`src/rtl/mult_pkg.sv`:
```
// Shared constants, types and helpers for the pipelined multiply/MAC unit.
// Default parameters are also used by the result-RAM writer so both sides
// agree on the result width.
package mult_pkg;

  localparam int unsigned DEF_DATA_W  = 8;
  localparam int unsigned DEF_LAT     = 2;
  localparam int unsigned DEF_SIGNED  = 0;
  localparam int unsigned DEF_GUARD_W = 8;

  // Result/accumulator width: full product plus accumulation guard bits.
  function automatic int unsigned out_w(input int unsigned data_w,
                                        input int unsigned guard_w);
    return 2 * data_w + guard_w;
  endfunction

  localparam int unsigned DEF_OUT_W = out_w(DEF_DATA_W, DEF_GUARD_W);

  // Stage contents at the default width (valid bit, accumulate flag, value).
  typedef struct packed {
    logic                 valid;
    logic                 acc;
    logic [DEF_OUT_W-1:0] data;
  } stage_t;

endpackage

```
`src/rtl/mult_stage.sv`:
```
// One elastic pipeline register with valid/ready flow control.
//   clk, rst_n : clock, async active-low reset
//   i_valid    : upstream holds a beat
//   i_data     : upstream payload
//   o_ready    : this stage loads on the next edge (empty or advancing)
//   o_valid    : this stage holds a beat
//   o_data     : held payload
//   i_ready    : downstream loads on the next edge
module mult_stage #(
  parameter int unsigned W = 8
) (
  input  logic         clk,
  input  logic         rst_n,
  input  logic         i_valid,
  input  logic [W-1:0] i_data,
  output logic         o_ready,
  output logic         o_valid,
  output logic [W-1:0] o_data,
  input  logic         i_ready
);

  logic         r_valid;
  logic [W-1:0] r_data;

  // An empty stage always loads, so bubbles collapse while the output stalls.
  assign o_ready = !r_valid || i_ready;
  assign o_valid = r_valid;
  assign o_data  = r_data;

  always_ff @(posedge clk or negedge rst_n) begin
    if (!rst_n) begin
      r_valid <= 1'b0;
      r_data  <= '0;
    end else if (o_ready) begin
      r_valid <= i_valid;
      if (i_valid) begin
        r_data <= i_data;
      end
    end
  end

endmodule

```
`src/rtl/mult_pipe.sv`:
```
// Fully pipelined multiply / multiply-accumulate with valid/ready on both sides.
//   clk, rst_n   : clock, async active-low reset
//   data0, data1 : operands (DATA_W)
//   acc          : 1 = add product to previous result, 0 = start new sum
//   data_valid   : input beat present
//   data_ready   : beat accepted this cycle (combinational through the stages)
//   mult0        : result (OUT_W)
//   mult_valid   : mult0 holds a result
//   mult_ready   : sink takes the result this cycle
//   occupancy    : beats in flight, including the output register
module mult_pipe
  import mult_pkg::*;
#(
  parameter int unsigned  DATA_W  = DEF_DATA_W,
  parameter int unsigned  LAT     = DEF_LAT,
  parameter int unsigned  SIGNED  = DEF_SIGNED,
  parameter int unsigned  GUARD_W = DEF_GUARD_W,
  localparam int unsigned OUT_W   = out_w(DATA_W, GUARD_W),
  localparam int unsigned OCC_W   = $clog2(LAT + 1)
) (
  input  logic              clk,
  input  logic              rst_n,
  input  logic [DATA_W-1:0] data0,
  input  logic [DATA_W-1:0] data1,
  input  logic              acc,
  input  logic              data_valid,
  output logic              data_ready,
  output logic [OUT_W-1:0]  mult0,
  output logic              mult_valid,
  input  logic              mult_ready,
  output logic [OCC_W-1:0]  occupancy
);

  localparam int unsigned P_W = 2 * DATA_W;

  typedef struct packed {
    logic             acc;
    logic [OUT_W-1:0] prod;
  } pay_t;

  localparam int unsigned PAY_W = $bits(pay_t);

  logic [OUT_W-1:0] w_prod;
  logic             w_vld [LAT];
  pay_t             w_pay [LAT];
  logic             w_rdy [1:LAT];
  logic [OUT_W-1:0] w_sum;
  logic             w_accept;
  logic             w_consume;

  logic             r_out_valid;
  logic [OUT_W-1:0] r_mult0;
  logic [OCC_W-1:0] r_occ;

  // Full-width product, then sign/zero extension into the guard bits.
  if (SIGNED != 0) begin : g_signed
    logic signed [P_W-1:0] w_a;
    logic signed [P_W-1:0] w_b;
    logic signed [P_W-1:0] w_p;
    assign w_a    = P_W'($signed(data0));
    assign w_b    = P_W'($signed(data1));
    assign w_p    = w_a * w_b;
    assign w_prod = OUT_W'(w_p);
  end else begin : g_unsigned
    logic [P_W-1:0] w_p;
    assign w_p    = P_W'(data0) * P_W'(data1);
    assign w_prod = OUT_W'(w_p);
  end

  // Index 0 is the input port; stage k (1..LAT-1) drives index k.
  assign w_vld[0] = data_valid;
  assign w_pay[0] = '{acc: acc, prod: w_prod};

  for (genvar k = 1; k < LAT; k++) begin : g_stage
    mult_stage #(.W(PAY_W)) u_stage (
      .clk     (clk),
      .rst_n   (rst_n),
      .i_valid (w_vld[k-1]),
      .i_data  (w_pay[k-1]),
      .o_ready (w_rdy[k]),
      .o_valid (w_vld[k]),
      .o_data  (w_pay[k]),
      .i_ready (w_rdy[k+1])
    );
  end

  assign w_rdy[LAT] = !r_out_valid || mult_ready;
  assign data_ready = w_rdy[1];
  assign w_accept   = data_valid && data_ready;
  assign w_consume  = r_out_valid && mult_ready;

  // The output register doubles as the accumulator: both take the same value
  // on every entry and reset to zero, so one register serves both roles.
  assign w_sum = w_pay[LAT-1].acc ? (r_mult0 + w_pay[LAT-1].prod)
                                  : w_pay[LAT-1].prod;

  // Output / accumulate stage.
  always_ff @(posedge clk or negedge rst_n) begin
    if (!rst_n) begin
      r_out_valid <= 1'b0;
      r_mult0     <= '0;
    end else if (w_rdy[LAT]) begin
      r_out_valid <= w_vld[LAT-1];
      if (w_vld[LAT-1]) begin
        r_mult0 <= w_sum;
      end
    end
  end

  // In-flight beat counter.
  always_ff @(posedge clk or negedge rst_n) begin
    if (!rst_n) begin
      r_occ <= '0;
    end else begin
      r_occ <= r_occ + OCC_W'(w_accept) - OCC_W'(w_consume);
    end
  end

  assign mult0      = r_mult0;
  assign mult_valid = r_out_valid;
  assign occupancy  = r_occ;

endmodule

```
`config.mk`:
```
export PLATFORM = sky130hd
export DESIGN_NAME = mult_pipe
export DESIGN_NICKNAME = d
export VERILOG_FILES = /design/src/rtl/mult_pkg.sv /design/src/rtl/mult_stage.sv /design/src/rtl/mult_pipe.sv
export SDC_FILE = /design/constraint.sdc
export NUM_CORES = 1
export LEC_CHECK = 0
export CAP_MARGIN = 5
export CORE_ASPECT_RATIO = 2
export CORE_MARGIN = 4
export CORE_UTILIZATION = 46
export CTS_CLUSTER_SIZE = 12
export DETAILED_ROUTE_END_ITERATION = 10
export PLACE_DENSITY = 0.65
export SETUP_SLACK_MARGIN = 0.15
export SLEW_MARGIN = 40
export SYNTH_ARGS = -nofsm -noshare
export SYNTH_HDL_FRONTEND = slang
export SYNTH_SLANG_ARGS = --single-unit
```
`constraint.sdc`:
```
create_clock -name clk -period 5.5 [get_ports clk]
set_input_delay 0.55 -clock clk [delete_from_list [all_inputs] [get_ports clk]]
set_output_delay 0.55 -clock clk [all_outputs]
set_load 0.01 [all_outputs]
```
==> impl_metrics.toml <==
[pwr]
pwr-share-clk_pct = 12.3
combPwrFrac_pct = 63.6
power.total_mw = 2.41
p_seq_share_pct = 24.0
p_sw_share_pct = 42.4
ir_drop_mv = 0.202
power_switching_mw = 1.02
powerDensity_nw_per_um2 = 436
power.leakage_nw = 2.64
intPower_mw = 1.39

[grt]
use_met3_pct = 1.67
grt.total_usage_pct = 17.1
use_met2_pct = 34.3
grt_max_degree = 46
antenna_found_initial = 0
met1_usage_pct = 17.0
gr-total-overflow = 0
grt_pass1_vias = 3772
grt_pass1_wl_um = 16500
top_usage_layer = "met2"

[routing]
drt_pass1_iterations = 4
vias_per_cell = 5.31
drc = 0
drt-total-wl_um = 9620
drt_first_iter_violations = 100
ant_nets = 0
post_drt_wl_per_cell_um = 13.6
num_vias = 3747

[worst_setup_path]
critPathMaxStageDelay_ns = 0.55
cp_top_family = "adder cells"
crit_path_max_fanout = 8
crit_slowest_cell = "fa_1"
rr_startpoint = "mult0[0]"
crit_path_end_kind = "flip-flop"
crit_chain = "clkdlybuf4s50_1 -> and2_1 -> fa_1 -> fa_1 -> fa_1 -> inv_1 -> fa_1 -> inv_1 -> ha_1 -> or3_1 -> a311o_1 -> a31oi_1 -> nor2b_1 -> o21ai_1 -> a21oi_1 -> xnor2_1 -> o21ai_1"
start_kind = "input port"
required_ns = 5.66
arrival_ns = 5.22
path_class = "input port to flip-flop"
cp-startpoint = "data0[1]"
cp_common_cell = "fa_1"
critPathBufInv = 3

[clocking]
clock_sinks = 45
clkTransAtPathRegs_ns = 0.06
clk_latency_ns = 0.28
cts-htree-levels = 2
cts_root_buf = "clkbuf_16"
cts_tree = "built"
post_cts_buffers = 0
clk_path_buf_depth = 2
numCtsBuffers = 5

[timing]
worst_slack_ns = 0.442
finalSetupTns_ns = 0
finalHoldViolations = 0
fmax_mhz = 198
slew_headroom_pct = 61.8
whs_ns = 0.255
fin_crit_ns = 5.06
finalSetupViolCount = 0
post-route-period-util_pct = 92.0
slew_viol_final = 0
clock_skew_ns = 0.00285
grt_setup_unrepaired = "false"
worstMarginPinSlew_ns = 0.573

[synth]
synth_area_per_cell_sq_um = 9.09
synth_top_cell_by_area = "dfrtp_1"
netlist_instances = 520
syn_nets = 632
yosys_warnings = 0
netlist_top_cells_count = "and2_1, inv_1, nand2_1, ha_1, dfrtp_1"
ys_seq_area_share_pct = 23.8
synthFlopType = "dfrtp_1"
yosys.area.top_type_share_pct = 23.8
synthTopCellsByArea = "dfrtp_1, fa_1, ha_1"
synthArstFlopShare_pct = 100
synth-seq-cells = 45
synth.distinct_cells = 45
synth_edf_count = 0
syn_area_sq_um = 4730

[cells_and_area]
antenna_cells = 0
area_growth_pct = 17.1
multi_input_area_sq_um = 3350
final_nets = 683
fillers = 989
drive_gt1_share_pct = 4.38
regArea_sq_um = 1130
final-instance-count-excl-fill = 706

[floorplan]
die_h_um = 151
row_count = 52
dieArea_sq_um = 12100
ios = 49
start_util_pct = 46.9
die_x_um = 79.7
fp.coreArea_sq_um = 10100

[place]
dp_cells = 699
place.gp.congestion = 0.859
hpwl_um = 8170
pre_cts_slack_ns = 0.0333
portBuffers = 48

[min_path]
hold_class = "input port to async pin"

[run_status]
status = "completed"

[job]
drv_cap = 0
[area by class of cell]
type	count	area share, %
sequential	45	20.3
clock buffer	6	2.51
tap	135	3.05
timing repair buffer	54	9.45
clock inverter	1	0.136
multi-input combinational	407	60.6
inverter	58	3.93
[layer usage]
layer  part of all wire [%]  up-vias
met5                      0        -
met2                     57       90
li1                       -     1852
met3                    3.5       26
met1                     36     1779
met4                    3.6        0
[cell usage in the layout, fill, tap and decap left out, types with 3 or more instances in the layout]
cell and instances:
nor3b_1 3, or3_1 7, and2_1 58, mux2i_1 10
a31oi_1 3, nor2b_1 6, a21oi_1 21, ha_1 54
a311o_1 3, nand3_1 6, nand2b_1 6, o21ai_0 40
inv_1 58, nand2_1 55, dfrtp_1 45, fa_1 37
or4_1 4, nor3_1 5, clkdlybuf4s50_1 47, nor2_1 14
mux2_2 4, o21ai_1 5, o211ai_1 7, xnor2_1 12
clkbuf_16 5, nand3b_1 3, xor2_1 13, a21o_1 9
buf_4 7
[power by group through the flow]
stage / logic, mW / registers [mW] / clock network [mW]
4_1_cts: 1.55 / 0.584 / 0.308
6_report: 1.54 / 0.580 / 0.298
2_1_floorplan: 1.09 / 0.597 / 0
3_3_place_gp: 1.50 / 0.582 / 0
3_5_place_dp: 1.54 / 0.591 / 0
5_1_grt: 1.74 / 0.604 / 0.319
[final timing paths]
| check | to | slack, ns | cells after the start |
|---|---|---|---|
| max reg2reg | mult0[18] | 2.80 | 11 |
| min in group clk | g_stage[1].u_stage.o_data[0] | 0.51 | 2 |
| min reg2reg | g_stage[1].u_stage.o_data[0] | 0.51 | 2 |
| max | g_stage[1].u_stage.o_data[14] | 0.44 | 17 |
| max in group asynchronous | mult0[4] | 4.85 | 1 |
| min | mult0[18] | 0.25 | 1 |
[sequential cells by signal, summed over array words and instances, names as in the netlist]
register	cells
occupancy	2
mult_valid	1
mult0	24
g_stage.u_stage.o_data	17
g_stage.u_stage.o_valid	1
[metrics by stage]
step	instance area, sq um	utilization, %
final	5540	54.9
after detailed placement	5380	53.4
after global placement	5380	53.3
after global routing	5540	54.9
after CTS	5530	54.8
after floorplan	4730	-
[logic make-up (layout without fill, tap and decap cells)]
logic type      after synthesis  in the layout  share of synthesized area (%)
fa+ha+maj                    91             91                           30.0
flops                        45             45                           23.8
buf+inv                      68            119                           5.40
xor+xnor                     25             25                           4.63
mux                          15             15                           3.31
simple gates                173            173                           19.3
compound gates              103            103                           13.6
[timing repair]
action	CTS	global route
endpoints found under the hold margin	0	0
gates resized for setup	0	1
hold buffers	0	0
endpoints found under the setup margin	0	1
No activity file was read; power rests on OpenSTA's default activity.
